**src/rtl/draw_arbiter.sv**
```systemverilog
`default_nettype none
// ============================================================================
//  Module   : draw_arbiter
//  Purpose  : Shares one frame buffer write port among three drawing engines
//             (fill, symbol, line). Start requests are queued as one pending
//             bit per client. An idle arbiter grants one client, pulses that
//             drawer's start, waits one settle cycle and then waits for the
//             drawer to report ready. During a grant only the granted drawer's
//             write port reaches the frame buffer, delayed by one register.
//  Ports    : clk, rst                - clock, synchronous active-high reset
//             req_start / req_ready   - per-client start pulse / accept flag
//             frame_lock              - holds off new grants while high
//             drawer_start / _ready   - handshake with the three drawers
//             drawer_write_*          - per-drawer write ports (packed x3)
//             write_enable/addr/data  - registered frame buffer write port
//             busy, overflow          - grant active / sticky dropped start
//  Config   : define DRAW_ARBITER_ROUND_ROBIN_EN for round-robin grants;
//             otherwise fixed priority fill > symbol > line.
//  Revision : 1.0 - initial release
// ============================================================================
module draw_arbiter #(
    parameter int ADDR_WIDTH = 19
) (
    input  logic                    clk,
    input  logic                    rst,
    input  logic [2:0]              req_start,
    output logic [2:0]              req_ready,
    input  logic                    frame_lock,
    output logic [2:0]              drawer_start,
    input  logic [2:0]              drawer_ready,
    input  logic [2:0]              drawer_write_enable,
    input  logic [3*ADDR_WIDTH-1:0] drawer_write_addr,
    input  logic [2:0]              drawer_write_data,
    output logic                    write_enable,
    output logic [ADDR_WIDTH-1:0]   write_addr,
    output logic                    write_data,
    output logic                    busy,
    output logic                    overflow
);

    localparam logic [1:0] c_IDLE   = 2'd0;
    localparam logic [1:0] c_LAUNCH = 2'd1;
    localparam logic [1:0] c_SETTLE = 2'd2;
    localparam logic [1:0] c_RUN    = 2'd3;

    logic [1:0]            r_state;
    logic [1:0]            w_next_state;
    logic [1:0]            r_grant;
    logic [1:0]            w_sel;
    logic [2:0]            r_pending;
    logic [2:0]            w_accept;
    logic [2:0]            w_sel_onehot;
    logic                  w_launch;
    logic                  w_active;
    logic                  r_overflow;
    logic                  w_mux_we;
    logic                  w_mux_wd;
    logic [ADDR_WIDTH-1:0] w_mux_wa;
    logic                  r_write_enable;
    logic                  r_write_data;
    logic [ADDR_WIDTH-1:0] r_write_addr;

    assign w_active = (r_state != c_IDLE);
    // Selection only looks at already-registered pending bits, so a start
    // arriving in the decision cycle waits for the next idle cycle.
    assign w_launch = (r_state == c_IDLE) && !frame_lock && (r_pending != 3'b000);

    // The granted client stays not-ready for the whole grant so that a new
    // start from it cannot be queued behind its own running job.
    generate
        for (genvar gi = 0; gi < 3; gi++) begin : g_ready
            assign req_ready[gi] = ~r_pending[gi] & ~(w_active & (r_grant == 2'(gi)));
        end
    endgenerate

    assign w_accept     = req_start & req_ready;
    assign w_sel_onehot = 3'b001 << w_sel;

`ifdef DRAW_ARBITER_ROUND_ROBIN_EN
    logic [1:0] r_rr_ptr;
    logic [1:0] w_rr_first;
    logic [1:0] w_rr_second;
    logic [1:0] w_rr_third;

    function automatic logic [1:0] f_next(input logic [1:0] cur);
        return (cur == 2'd2) ? 2'd0 : cur + 2'd1;
    endfunction

    // Search order starts just after the most recent grant.
    assign w_rr_first  = f_next(r_rr_ptr);
    assign w_rr_second = f_next(w_rr_first);
    assign w_rr_third  = f_next(w_rr_second);

    always_comb begin
        w_sel = w_rr_third;
        if (r_pending[w_rr_first]) begin
            w_sel = w_rr_first;
        end else if (r_pending[w_rr_second]) begin
            w_sel = w_rr_second;
        end
    end

    always_ff @(posedge clk) begin
        if (rst) begin
            r_rr_ptr <= 2'd0;
        end else if (w_launch) begin
            r_rr_ptr <= w_sel;
        end
    end
`else
    always_comb begin
        w_sel = 2'd2;
        if (r_pending[0]) begin
            w_sel = 2'd0;
        end else if (r_pending[1]) begin
            w_sel = 2'd1;
        end
    end
`endif

    // ---------------- FSM: state register ----------------
    always_ff @(posedge clk) begin
        if (rst) begin
            r_state <= c_IDLE;
        end else begin
            r_state <= w_next_state;
        end
    end

    // ---------------- FSM: next state ----------------
    always_comb begin
        w_next_state = r_state;
        case (r_state)
            c_IDLE:   if (w_launch) w_next_state = c_LAUNCH;
            c_LAUNCH: w_next_state = c_SETTLE;
            // Drawer ready may still be stale here, so it is not looked at.
            c_SETTLE: w_next_state = c_RUN;
            c_RUN:    if (drawer_ready[r_grant]) w_next_state = c_IDLE;
            default:  w_next_state = c_IDLE;
        endcase
    end

    // ---------------- FSM: outputs ----------------
    always_comb begin
        busy         = w_active;
        drawer_start = 3'b000;
        if (r_state == c_LAUNCH) begin
            drawer_start = 3'b001 << r_grant;
        end
    end

    // Grant, pending queue and sticky overflow.
    always_ff @(posedge clk) begin
        if (rst) begin
            r_grant    <= 2'd0;
            r_pending  <= 3'b000;
            r_overflow <= 1'b0;
        end else begin
            if (w_launch) begin
                r_grant <= w_sel;
            end
            r_pending <= (r_pending | w_accept) & ~(w_launch ? w_sel_onehot : 3'b000);
            if ((req_start & ~req_ready) != 3'b000) begin
                r_overflow <= 1'b1;
            end
        end
    end

    // Write port mux; the granted lane only.
    always_comb begin
        case (r_grant)
            2'd1: begin
                w_mux_we = drawer_write_enable[1];
                w_mux_wa = drawer_write_addr[ADDR_WIDTH +: ADDR_WIDTH];
                w_mux_wd = drawer_write_data[1];
            end
            2'd2: begin
                w_mux_we = drawer_write_enable[2];
                w_mux_wa = drawer_write_addr[2*ADDR_WIDTH +: ADDR_WIDTH];
                w_mux_wd = drawer_write_data[2];
            end
            default: begin
                w_mux_we = drawer_write_enable[0];
                w_mux_wa = drawer_write_addr[0 +: ADDR_WIDTH];
                w_mux_wd = drawer_write_data[0];
            end
        endcase
    end

    always_ff @(posedge clk) begin
        if (rst || !w_active) begin
            r_write_enable <= 1'b0;
            r_write_addr   <= '0;
            r_write_data   <= 1'b0;
        end else begin
            r_write_enable <= w_mux_we;
            r_write_addr   <= w_mux_wa;
            r_write_data   <= w_mux_wd;
        end
    end

    assign write_enable = r_write_enable;
    assign write_addr   = r_write_addr;
    assign write_data   = r_write_data;
    assign overflow     = r_overflow;

endmodule

`default_nettype wire
```
**config.mk**
```make
export PLATFORM = sky130hd
export DESIGN_NAME = draw_arbiter
export DESIGN_NICKNAME = d
export VERILOG_FILES = /design/src/rtl/draw_arbiter.sv
export SDC_FILE = /design/constraint.sdc
export NUM_CORES = 1
export LEC_CHECK = 0
export CAP_MARGIN = 20
export CORE_ASPECT_RATIO = 0.5
export CORE_MARGIN = 8
export CORE_UTILIZATION = 36
export CTS_BUF_LIST = sky130_fd_sc_hd__clkbuf_4
export DETAILED_ROUTE_END_ITERATION = 10
export PLACE_DENSITY = 0.83
export RECOVER_POWER = 100
export SETUP_SLACK_MARGIN = 0.4
export SLEW_MARGIN = 10
export SYNTH_ARGS = -nofsm -noshare
export SYNTH_HDL_FRONTEND = slang
export SYNTH_SLANG_ARGS = --single-unit
```
**constraint.sdc**
```tcl
create_clock -name clk -period 1.8 [get_ports clk]
set_clock_uncertainty 0.2 [all_clocks]
set_input_delay 0.36 -clock clk [delete_from_list [all_inputs] [get_ports clk]]
set_output_delay 0.36 -clock clk [all_outputs]
set_load 0.02 [all_outputs]
```
==> PnR_summary.wiki, run 1 <==
{| class="wikitable"
! Metric !! Value
|-
| Result of the run || complete, but fails checks
|-
| Failing checks || setup timing
|-
| Element type at the critical path end || output pin
|-
| Clock Sinks || 29
|-
| Fin util || 79.4%
|-
| TritonCTS clock tree || yes
|-
| Total vias in the final route || 1,764
|-
| Endpoint of the worst setup timing path || req_ready[2]
|-
| Area growth from synthesis to layout || 116%
|-
| Flip-flop and latch count after synthesis || 29
|-
| Detailed placement HPWL || approximately 4200 um
|-
| Maxcap violations || 0
|-
| Net total in the final layout || 363
|-
| Minimum clock period after layout || between 1500 and 2000 ps
|-
| Leakage power || 0.00120 uW
|-
| Post-placement cell count || 320
|-
| Total of endpoints with negative setup slack in the final report || 3
|-
| Number of buffers inserted during clock tree synthesis || 5
|-
| Number of primary I/O pins || around 100
|-
| All-Layer GR Usage || 16.8%
|-
| Highest ir drop seen on vdd || 0.832 mV
|-
| Antenna violations before repair || 0
|-
| Max Slew Vio Count || 0
|-
| Maximum number of pins on one net before global-route repair || 43
|-
| Routed wire per std cell || 18.7 um
|-
| Warnings from Yosys || 0
|-
| Root buffer selected by CTS || sky130_fd_sc_hd__clkbuf_4
|-
| Initial drt markers || 115
|-
| Sequential area share after synthesis || 41.1%
|-
| Core area || 3840 um^2
|-
| Reg clk slew, reported paths || 100 ps
|-
| Crit Reg-Reg Startpoint || r_state[0]$_SDFFE_PP0P_
|-
| Number of global-route vias before repair || 1,827
|-
| Critical Path AT || 1290 ps
|-
| Register-to-Register Setup Slack || 10 ps
|-
| Number of non-filler instances in the completed layout || 339
|-
| Worst reg-to-reg path cell count || 8
|-
| First-pass GRT wire length || 8520 um
|-
| Hold violation count in the final report || 0
|-
| Share of layout cells above drive strength 1 || 45.6%
|-
| Element type at the critical path start || flop
|-
| Effective utilization at floorplan || 36.8%
|-
| Worst EP required || 1240 ps
|-
| Remaining number of nets flagged by the antenna check after routing || 0
|-
| Worst-Skew Late Latency || 330 ps
|-
| Synth unique cells || 25
|-
| Count of unresolved DRC violations after routing || 0
|-
| CTS H-tree depth || 2
|-
| Drt total wl || ~6300 um
|-
| Peak Freq || ~540 MHz
|-
| Final worst-path cycle share || 103%
|-
| Router iterations before antenna repair || 4
|-
| Number of instances in the synthesized netlist || 160
|-
| Avg Vias per Cell || 5.20
|-
| Setup repair after global routing missed its margin || true
|-
| Maximum buffer depth of the clock tree || 2
|-
| Final weighted congestion in routability-driven placement || 0.782
|-
| Slew at the pin closest to its max-slew limit || 314 ps
|-
| Row Count || 16
|-
| Final worst slack || -50.8 ps
|-
| Crit-path max FO || 3
|-
| Synthesized area per cell || 8.84 um^2
|-
| Die height || 60.3 um
|-
| Rel. slew slack || 79.1%
|-
| CP Launch Point || r_grant[0]$_SDFFE_PP0P_
|-
| Gr ovfl total || 0
|-
| Areal power density over the cells || approximately 1300 nW/um^2
|-
| Critical path class || flop to output pin
|-
| Die Wd || 105 um
|-
| Die area || 6310 um^2
|-
| Number of nets produced by synthesis || 239
|-
| Number of diodes || 0
|-
| Count of buffers inserted at the top-level ports || 100
|-
| Cell area after synthesis || 1410 um^2
|-
| Type of the worst min-delay path || input pin to flop
|-
| Critical register-to-register path endpoint || r_state[0]$_SDFFE_PP0P_
|}
[final cells by class]
type	count	area, um^2
Fill cell	228	792
Sequential cell	29	606
Multi-Input combinational cell	112	1010
Timing Repair Buffer	130	1280
Inverter	6	30.0
Tap cell	54	67.6
Clock inverter	3	16.3
Clock buffer	5	37.5
[per-stage QoR]
step / TNS, ps / worst slack [ps] / cell area (um^2) / power (uW) / hold WS (ps)
finish: -135 / -50.8 / 3050 / 3910 / 402
global route: -622 / -111 / 3050 / 4110 / 407
CTS: -119 / -27.6 / 2810 / 3460 / 316
detailed placement: -825 / -161 / 2690 / 2890 / 281
global placement: -633 / -146 / 2690 / 2820 / 272
floorplan: 0 / 347 / 1600 / 2080 / 263
[cells in the final DEF (no fill, tap or decap), types with 3 or more instances in the layout]
cell type | synthesis | routed
sky130_fd_sc_hd__a211oi_2 | 0 | 20
sky130_fd_sc_hd__clkbuf_4 | 0 | 5
sky130_fd_sc_hd__nor2_1 | 30 | 28
sky130_fd_sc_hd__buf_6 | 0 | 22
sky130_fd_sc_hd__buf_4 | 0 | 29
sky130_fd_sc_hd__and2_4 | 0 | 3
sky130_fd_sc_hd__inv_4 | 0 | 4
sky130_fd_sc_hd__dfxtp_1 | 29 | 13
sky130_fd_sc_hd__a22oi_1 | 22 | 22
sky130_fd_sc_hd__ha_4 | 0 | 4
sky130_fd_sc_hd__a21oi_1 | 4 | 3
sky130_fd_sc_hd__mux2i_1 | 3 | 3
sky130_fd_sc_hd__dfxtp_2 | 0 | 14
sky130_fd_sc_hd__clkdlybuf4s50_1 | 0 | 71
sky130_fd_sc_hd__nand2b_1 | 4 | 3
[flip-flops by register name, summed over array words and instances, names as in the netlist]
name	cells
write_addr	19
r_pending	3
r_grant	2
r_state	2
overflow	1
write_data	1
write_enable	1
[power by group]
part | internal, uW | switching, uW | total (uW)
logic | 1330 | 1270 | 2600
registers | 819 | 89.7 | 909
clock network | 148 | 253 | 401
[cell usage after synthesis]
cell type	instances	area, um^2
sky130_fd_sc_hd__nor2b_1	3	18.8
sky130_fd_sc_hd__and2_1	3	18.8
sky130_fd_sc_hd__and2b_2	1	8.76
sky130_fd_sc_hd__o21a_1	1	7.51
sky130_fd_sc_hd__nor2_1	30	113
sky130_fd_sc_hd__buf_2	6	30.0
sky130_fd_sc_hd__nand2b_1	4	25.0
sky130_fd_sc_hd__o211ai_1	1	7.51
sky130_fd_sc_hd__nand2_1	1	3.75
sky130_fd_sc_hd__or2_1	1	6.26
sky130_fd_sc_hd__nor3b_1	1	7.51
sky130_fd_sc_hd__a211oi_1	21	158
sky130_fd_sc_hd__a21oi_1	4	20.0
sky130_fd_sc_hd__a21boi_2	1	11.3
sky130_fd_sc_hd__ha_1	7	87.6
sky130_fd_sc_hd__clkbuf_1	7	26.3
sky130_fd_sc_hd__a22oi_1	22	165
sky130_fd_sc_hd__o31ai_4	1	21.3
sky130_fd_sc_hd__nand3b_1	1	7.51
sky130_fd_sc_hd__mux2i_1	3	30.0
sky130_fd_sc_hd__a311oi_1	1	8.76
sky130_fd_sc_hd__inv_1	6	22.5
sky130_fd_sc_hd__a41oi_1	1	8.76
sky130_fd_sc_hd__dfxtp_1	29	581
sky130_fd_sc_hd__o21ai_0	4	20.0
[per-layer routing]
metal	vias to the layer above	routed length, um	track usage, %
met3	17	231	3.44
met1	847	2360	16.0
met2	68	3570	36.0
met4	0	158	5.82
met5	-	0	0
li1	832	-	-
[what timing repair did]
item,CTS,global route
resized for setup,157,56
buffers inserted,5,3
setup endpoints to repair,57,56
hold buffers,0,0
gates cloned,0,3
pin swaps,9,8
[cells by family after synthesis]
kind of cell	after synthesis	share of synthesized area, %
AOI/OAI and AO/OA	57	30.3
and+or+nand+nor	45	14.8
DFF	29	41.1
buffers and inverters	19	5.58
adders and majority gates	7	6.19
muxes	3	2.12
[how the worst min path moves through the flow]
stage	startpoint	endpoint	slack, ps	depth (start not counted)
final	drawer_write_addr[10]	write_addr[10]$_SDFF_PP0_	400	3
after global routing	drawer_write_addr[10]	write_addr[10]$_SDFF_PP0_	410	3
after CTS	overflow$_SDFFE_PP0P_	overflow$_SDFFE_PP0P_	320	2
after detailed placement	overflow$_SDFFE_PP0P_	overflow$_SDFFE_PP0P_	280	2
after global placement	overflow$_SDFFE_PP0P_	overflow$_SDFFE_PP0P_	270	2
after floorplan	r_state[0]$_SDFFE_PP0P_	r_state[0]$_SDFFE_PP0P_	260	1
[worst max-delay path, stage by stage, from the launching register on]
cell	delay, ps
sky130_fd_sc_hd__dfxtp_4	380
sky130_fd_sc_hd__inv_4	90
sky130_fd_sc_hd__ha_4	140
sky130_fd_sc_hd__nor2b_4	180
sky130_fd_sc_hd__nor2_4	40
sky130_fd_sc_hd__buf_6	120
Power figures use the tool's default switching activity.
==> inputs of run 2 (changes only) <==
--- a/config.mk
+++ b/config.mk
@@ -8,10 +8,10 @@
 export CAP_MARGIN = 20
 export CORE_ASPECT_RATIO = 0.5
 export CORE_MARGIN = 8
-export CORE_UTILIZATION = 36
+export CORE_UTILIZATION = 32
 export CTS_BUF_LIST = sky130_fd_sc_hd__clkbuf_4
 export DETAILED_ROUTE_END_ITERATION = 10
-export PLACE_DENSITY = 0.83
+export PLACE_DENSITY = 0.78
 export RECOVER_POWER = 100
 export SETUP_SLACK_MARGIN = 0.4
 export SLEW_MARGIN = 10
==> constraint.sdc (replaced) <==
create_clock -name clk -period 1.6 [get_ports clk]
set_clock_uncertainty 0.2 [all_clocks]
set_input_delay 0.32 -clock clk [delete_from_list [all_inputs] [get_ports clk]]
set_output_delay 0.32 -clock clk [all_outputs]
set_load 0.02 [all_outputs]
==> run 2 against run 1 <==
The run still ends with setup timing left. Hold slack lost 64 ps. Sequential cell count did not move. First-iteration DRC count shrank 28%. Register-to-register slack worse by 150 ps. Final cell count is 2.7% higher. Power grew 27%. Die area increased by 9.8%. Worst setup slack worse by 190 ps. Combinational power increased by 20%. Largest power group unchanged. Sequential share of layout area down 0.94 points. Clock-buffer cell count stayed put.
==> PnR_summary.wiki, run 2 (synthesis gave the netlist of run 1 again) <==
{| class="wikitable"
! Metric !! Value
|-
| Result of the run || complete, but fails checks
|-
| Failing checks || setup timing
|-
| Maxcap violations || 0 (unchanged)
|-
| Clock Sinks || 29 (unchanged)
|-
| Core area || 4320 um^2 (+12%)
|-
| All-Layer GR Usage || 17.7% (+0.90 points)
|-
| Part of the total power dissipated in the clock network || 16.1% (+5.8 points)
|-
| Peak Freq || 544 MHz
|-
| Max Slew Vio Count || 0 (unchanged)
|-
| Gr ovfl total || 0 (unchanged)
|-
| Final worst slack || -237 ps (-186 ps)
|-
| Total of endpoints with negative setup slack in the final report || 31 (+28)
|-
| Number of primary I/O pins || 101 (unchanged)
|-
| Flip-flop count of the largest register after layout || 19 (unchanged)
|-
| Antenna violations before repair || 0 (unchanged)
|-
| Part of the total power dissipated in combinational logic || 62.6% (-3.9 points)
|-
| Worst hold path startpoint || drawer_write_addr[2]
|-
| Sw Ratio || 38.0% (-3.3 points)
|-
| Crit-path max FO || 3 (unchanged)
|-
| Critical path class || flop to output pin
|-
| Area growth from synthesis to layout || 132%
|-
| Total vias in the final route || 1,784 (+1.1%)
|-
| Element type at the critical path end || output pin
|-
| Effective utilization at floorplan || 32.7% (-4.0 points)
|-
| Die area || 6930 um^2 (+9.8%)
|-
| Die height || 63 um (+4.5%)
|-
| CTS H-tree depth || 2 (unchanged)
|-
| Areal power density over the cells || 1510 nW/um^2 (+18%)
|-
| Net Switching || 1890 uW (+17%)
|-
| Sequential Power Share || 21.4% (-1.8 points)
|-
| Count of unresolved DRC violations after routing || 0 (unchanged)
|-
| Crit Reg-Reg Startpoint || r_state[0]$_SDFFE_PP0P_
|-
| CP Launch Point || r_grant[1]$_SDFFE_PP0P_
|-
| First-pass GRT wire length || 9430 um (+11%)
|-
| Highest ir drop seen on vdd || 1.06 mV (+27%)
|-
| Reg clk slew, reported paths || 120 ps (+20 ps)
|-
| Hold violation count in the final report || 0 (unchanged)
|-
| Remaining number of nets flagged by the antenna check after routing || 0 (unchanged)
|-
| Die Wd || 110 um (+5.1%)
|-
| Minimum clock period after layout || about 1800 ps
|-
| Cell at the slowest stage of the critical path || sky130_fd_sc_hd__dfxtp_4
|-
| Leakage power || 0.00128 uW (+7.3%)
|-
| Stage delay of the slowest cell on the critical path || 380 ps (about the same)
|-
| Type of the worst min-delay path || input pin to flop
|-
| Initial drt markers || 83 (-28%)
|-
| Worst-Skew Late Latency || 350 ps (+20 ps)
|-
| Most common library cell in the layout ignoring fill and taps || sky130_fd_sc_hd__clkdlybuf4s50_1
|-
| Rel. slew slack || 82.2% (+3.1 points)
|-
| Number of buffers inserted during clock tree synthesis || 5 (unchanged)
|-
| Net total in the final layout || 369 (+1.7%)
|-
| Maximum number of pins on one net before global-route repair || 43 (unchanged)
|-
| Setup repair after global routing missed its margin || true
|-
| Worst EP required || 1080 ps (-160 ps)
|-
| Row Count || 17 (+1)
|-
| Most frequent cells in the layout || sky130_fd_sc_hd__clkdlybuf4s50_1 (71), sky130_fd_sc_hd__buf_6 (36), sky130_fd_sc_hd__nor2_1 (28)
|-
| Ordered list of cells on the worst path || inv_4 -> ha_4 -> nor2b_4 -> nor2_4 -> buf_6
|-
| Share of layout cells above drive strength 1 || 52.9% (+7.3 points)
|-
| Final worst-path cycle share || 115%
|-
| Detailed placement HPWL || 4150 um (-2.0%)
|-
| Slew at the pin closest to its max-slew limit || 268 ps (-46.4 ps)
|-
| Number of global-route vias before repair || 1,807 (-1.1%)
|-
| Maximum buffer depth of the clock tree || 2 (unchanged)
|-
| Dpl ws || -388 ps (-227 ps)
|-
| Drt total wl || 6540 um (+3.4%)
|-
| Count of buffers inserted at the top-level ports || 100 (unchanged)
|-
| TritonCTS clock tree || yes
|-
| Avg Vias per Cell || 5.13 (-1.5%)
|-
| Final-layout setup total negative slack || -2190 ps (-2060 ps)
|-
| Internal power summed over all cells || 3080 uW (+34%)
|-
| Router iterations before antenna repair || 4 (unchanged)
|-
| Element type at the critical path start || flop
|-
| Final weighted congestion in routability-driven placement || 0.784 (+0.28%)
|-
| Number of diodes || 0 (unchanged)
|-
| Critical Path AT || 1320 ps (+30 ps)
|-
| Root buffer selected by CTS || sky130_fd_sc_hd__clkbuf_4
|-
| Routed wire per std cell || 18.8 um (+0.77%)
|}
-- run 2: changes by cell type in the layout (fill, tap and decap cells not counted), moves of 2 or more --
cell | before | now
sky130_fd_sc_hd__a22oi_1 | 22 | 19
sky130_fd_sc_hd__a22oi_2 | 0 | 3
sky130_fd_sc_hd__buf_16 | 0 | 3
sky130_fd_sc_hd__buf_2 | 2 | 0
sky130_fd_sc_hd__buf_4 | 29 | 24
sky130_fd_sc_hd__buf_6 | 22 | 36
sky130_fd_sc_hd__bufinv_16 | 0 | 2
sky130_fd_sc_hd__clkbuf_1 | 2 | 0
sky130_fd_sc_hd__clkbuf_16 | 2 | 0
sky130_fd_sc_hd__dfxtp_1 | 13 | 3
sky130_fd_sc_hd__dfxtp_2 | 14 | 23
-- run 2: path summary, 6_finish.rpt --
check / depth (start not counted) / slack (ps) / end
max: 5 / -240 / req_ready[0]
min: 3 / 340 / write_addr[2]$_SDFF_PP0_
max reg2reg: 8 / -140 / r_state[0]$_SDFFE_PP0P_
min reg2reg: 1 / 340 / r_state[0]$_SDFFE_PP0P_
-- run 2: power groups by stage --
stage	clock [uW]	sequential (uW)	combinational (uW)
after floorplan	0	1170	1140
after global placement	0	992	2150
after detailed placement	0	1000	2190
after CTS	789	1050	2780
after global routing	844	1080	3280
final	797	1060	3110
-- run 2: repair_timing --
item / 4_1_cts / 5_1_grt
hold buffers: 0 / 0
gates cloned: 3 / 0
endpoints found under the setup margin: 58 / 58
gates resized for setup: 233 / 22
buffers inserted: 5 / 7
pin swaps: 9 / 9
-- run 2: per-stage QoR --
stage | power (uW) | cells | utilization (%) | instance area [um^2] | hold WS [ps]
floorplan | 2300 | 160 | - | 1570 | 256
global placement | 3150 | 325 | 62.6 | 2700 | 273
detailed placement | 3190 | 325 | 62.6 | 2700 | 270
CTS | 4620 | 341 | 72.8 | 3140 | 312
global route | 5200 | 348 | 76.0 | 3280 | 335
finish | 4970 | 348 | 76.0 | 3280 | 339
-- run 2: area by class of cell --
| cell class | instances | area [um^2] |
|---|---|---|
| sequential | 29 | 621 |
| multi-input combinational | 112 | 1040 |
| fill | 263 | 1030 |
| inverter | 6 | 32.5 |
| tap | 57 | 71.3 |
| timing repair buffer | 136 | 1420 |
| clock buffer | 5 | 37.5 |
| clock inverter | 3 | 65.1 |
-- run 2: worst max-delay path, delay by kind of cell (launching register included) --
family	cells	cell delay (ps)
DFF	1	380
adders and majority gates	1	140
and+or+nand+nor	2	230
buffers and inverters	2	210
-- run 2: per-layer routing --
metal	vias to the layer above	part of all wire, %	global-route usage (%)
met5	-	0	0
met4	0	2.7	6.18
met3	23	4.2	4.73
met2	55	57	34.3
met1	866	36	17.3
li1	840	-	-
==> inputs of run 3 (changes only) <==
--- a/config.mk
+++ b/config.mk
@@ -11,10 +11,10 @@
 export CORE_UTILIZATION = 32
 export CTS_BUF_LIST = sky130_fd_sc_hd__clkbuf_4
 export DETAILED_ROUTE_END_ITERATION = 10
-export PLACE_DENSITY = 0.78
+export PLACE_DENSITY = 0.83
 export RECOVER_POWER = 100
 export SETUP_SLACK_MARGIN = 0.4
-export SLEW_MARGIN = 10
+export SLEW_MARGIN = 0
 export SYNTH_ARGS = -nofsm -noshare
 export SYNTH_HDL_FRONTEND = slang
 export SYNTH_SLANG_ARGS = --single-unit
==> run 3 against run 2 <==
The flow still finishes with violations (setup timing). Clock-buffer cell count up 1. Die area is the same. Core utilization is 2.2 points lower. Non-clock buffer count grew 1. Routed wire length fell by 4.6%. Register-to-register slack got worse by 20 ps. Critical path depth is 1 lower. Critical endpoint is now req_ready[1]. Largest power group unchanged. Highest routed layer unchanged.
==> PnR_summary.wiki, run 3 (synthesis gave the netlist of run 1 again) <==
{| class="wikitable"
! Metric !! Value
|-
| Result of the run || complete, but fails checks
|-
| Failing checks || setup timing
|-
| Net total in the final layout || 370 (+0.27%)
|-
| Share of layout cells above drive strength 1 || 45.5% (-7.4 points)
|-
| Router iterations before antenna repair || 4 (unchanged)
|-
| Total vias in the final route || 1,736 (-2.7%)
|-
| Critical path buffer and inverter count || 2 (unchanged)
|-
| Count of buffers inserted at the top-level ports || 100 (unchanged)
|-
| Worst EP required || 1080 ps (about the same)
|-
| First-pass GRT wire length || 9370 um (-0.58%)
|-
| All-Layer GR Usage || 17.5% (-0.24 points)
|-
| Number of diodes || 0 (unchanged)
|-
| Met3 Wirelength || 157 um (-44%)
|-
| Avg Vias per Cell || 4.97 (-3.0%)
|-
| Number of primary I/O pins || 101 (unchanged)
|-
| Root buffer selected by CTS || sky130_fd_sc_hd__clkbuf_4
|-
| Effective utilization at floorplan || 32.7% (unchanged)
|-
| Top layer used by detailed routing || met4
|-
| Ordered list of cells on the worst path || buf_6 -> ha_4 -> a21oi_4 -> buf_6
|-
| Total of endpoints with negative setup slack in the final report || 22 (-29%)
|-
| Final weighted congestion in routability-driven placement || 0.787 (+0.28%)
|-
| Slew at the pin closest to its max-slew limit || 285 ps (+17.3 ps)
|-
| Critical path's top delay family || flip-flops
|-
| Most common library cell in the layout ignoring fill and taps || sky130_fd_sc_hd__clkdlybuf4s50_1
|-
| Gr ovfl total || 0 (unchanged)
|-
| Die area || 6930 um^2 (unchanged)
|-
| Stage delay of the slowest cell on the critical path || 370 ps (about the same)
|-
| Register-to-Register Setup Slack || -160 ps (-20 ps)
|-
| Hold violation count in the final report || 0 (unchanged)
|-
| Routed wire per std cell || 17.9 um (-4.9%)
|-
| Element type at the critical path end || output pin
|-
| Smallest hold slack || 324 ps (-14.5 ps)
|-
| Critical Path AT || 1320 ps (about the same)
|-
| Number of global-route vias before repair || 1,864 (+3.2%)
|-
| Critical path class || flop to output pin
|-
| Wire length on met1 || 2300 um (-1.0%)
|-
| Highest ir drop seen on vdd || 0.981 mV (-7.1%)
|-
| Flip-flop count of the largest register after layout || 19 (unchanged)
|-
| CTS H-tree depth || 2 (unchanged)
|-
| TritonCTS clock tree || yes
|-
| Drt total wl || 6240 um (-4.6%)
|-
| Antenna violations before repair || 0 (unchanged)
|-
| Worst hold path startpoint || overflow$_SDFFE_PP0P_
|-
| Remaining number of nets flagged by the antenna check after routing || 0 (unchanged)
|-
| Fill cells || 277 (+5.3%)
|-
| Crit Reg-Reg Startpoint || r_state[0]$_SDFFE_PP0P_
|-
| Leakage power || 0.00126 uW (-1.6%)
|-
| Maximum buffer depth of the clock tree || 2 (unchanged)
|-
| Area growth from synthesis to layout || 125%
|-
| Row Count || 17 (unchanged)
|-
| Crit-path max FO || 4 (+1)
|-
| Post-placement cell count || 325 (unchanged)
|-
| Die height || 63 um (unchanged)
|-
| Setup repair after global routing missed its margin || true
|-
| Most frequent cells in the layout || sky130_fd_sc_hd__clkdlybuf4s50_1 (71), sky130_fd_sc_hd__buf_6 (36), sky130_fd_sc_hd__nor2_1 (28)
|-
| Critical register-to-register path endpoint || r_state[1]$_SDFFE_PP0P_
|-
| End of the worst hold path || overflow$_SDFFE_PP0P_
|-
| Maximum number of pins on one net before global-route repair || 43 (unchanged)
|-
| Reg clk slew, reported paths || 90 ps (-30 ps)
|-
| Clock Sinks || 29 (unchanged)
|-
| Type of the worst min-delay path || flop to flop
|-
| CP most frequent cell || sky130_fd_sc_hd__buf_6
|-
| Final worst slack || -244 ps (-7.02 ps)
|-
| Number of buffers inserted during clock tree synthesis || 5 (unchanged)
|-
| Detailed placement HPWL || 4270 um (+2.8%)
|-
| Cell at the slowest stage of the critical path || sky130_fd_sc_hd__dfxtp_4
|-
| Worst hold path depth || 2 (-1)
|-
| Worst reg-to-reg path cell count || 8 (unchanged)
|-
| Max Slew Vio Count || 0 (unchanged)
|-
| Areal power density over the cells || 1450 nW/um^2 (-4.2%)
|-
| Met2 routed WL || 3670 um (-2.2%)
|-
| Die Wd || 110 um (unchanged)
|-
| Core area || 4320 um^2 (unchanged)
|-
| Initial drt markers || 89 (+7.2%)
|-
| Count of unresolved DRC violations after routing || 0 (unchanged)
|-
| Rel. slew slack || 81.0% (-1.2 points)
|-
| Final worst-path cycle share || 115% (+0.44 points)
|-
| Element type at the critical path start || flop
|-
| Maxcap violations || 0 (unchanged)
|-
| Peak Freq || 542 MHz (-0.38%)
|-
| Worst-Skew Late Latency || 350 ps (about the same)
|-
| Number of non-filler instances in the completed layout || 349 (+0.29%)
|-
| Minimum clock period after layout || 1840 ps (+7.02 ps)
|}
-- run 3: cell types whose count changed in the layout (fill, tap and decap cells not counted), sizes merged --
| cell | previous run | this run |
|---|---|---|
| bufinv | 2 | 0 |
| buf | 65 | 66 |
| clkbuf | 5 | 6 |
| clkinv | 1 | 2 |
-- run 3: worst max-delay path by stage --
| stage | start | endpoint | slack (ps) | depth (start not counted) |
|---|---|---|---|---|
| 2_1_floorplan | r_state[1]$_SDFFE_PP0P_ | r_state[1]$_SDFFE_PP0P_ | 160 | 6 |
| 3_3_place_gp | r_grant[0]$_SDFFE_PP0P_ | req_ready[0] | -370 | 5 |
| 3_5_place_dp | r_grant[0]$_SDFFE_PP0P_ | req_ready[0] | -380 | 5 |
| 4_1_cts | r_state[0]$_SDFFE_PP0P_ | req_ready[1] | -230 | 5 |
| 5_1_grt | r_grant[0]$_SDFFE_PP0P_ | req_ready[1] | -290 | 4 |
| 6_report | r_grant[0]$_SDFFE_PP0P_ | req_ready[1] | -240 | 4 |
-- run 3: through the flow --
stage	TNS, ps	setup slack [ps]	total power [uW]	utilization (%)	cell area [um^2]
4_1_cts	-3530	-227	4400	72.3	3120
3_5_place_dp	-2850	-384	3210	62.6	2700
6_report	-2770	-244	4620	73.8	3190
2_1_floorplan	0	159	2300	-	1570
3_3_place_gp	-2410	-367	3140	62.6	2700
5_1_grt	-4600	-287	4860	73.8	3190
-- run 3: metal layers --
layer	GRT usage, %	up-vias
met1	17.1	852
li1	-	848
met2	34.5	26
met3	3.29	10
met4	6.68	0
met5	0	-
-- run 3: worst min-delay path: stages, from the launching register on --
cell	delay, ps
sky130_fd_sc_hd__dfxtp_2	330
sky130_fd_sc_hd__inv_1	60
sky130_fd_sc_hd__a41oi_2	100
-- run 3: cell type report --
cell class / count / area, um^2 / share of cell area [%]
multi-input cells: 112 / 991 / 31.1
repair buffers: 137 / 1440 / 45.1
clock buffers: 6 / 45.0 / 1.41
clock inverters: 2 / 10.0 / 0.314
flip-flops and latches: 29 / 602 / 18.9
inverters: 6 / 32.5 / 1.02
well taps: 57 / 71.3 / 2.24
-- run 3: timing repair --
| item | CTS | global route |
|---|---|---|
| cloned | 3 | 0 |
| gates resized for setup | 232 | 13 |
| hold buffers | 0 | 0 |
| endpoints found under the setup margin | 58 | 58 |
| pin swaps | 9 | 9 |
| buffers inserted | 8 | 5 |
-- run 3: where the power goes --
part           total, uW  internal (uW)  switching (uW)
registers           1040            922             116
logic               3110           1700            1420
clock network        468            184             285
total               4620           2800            1820
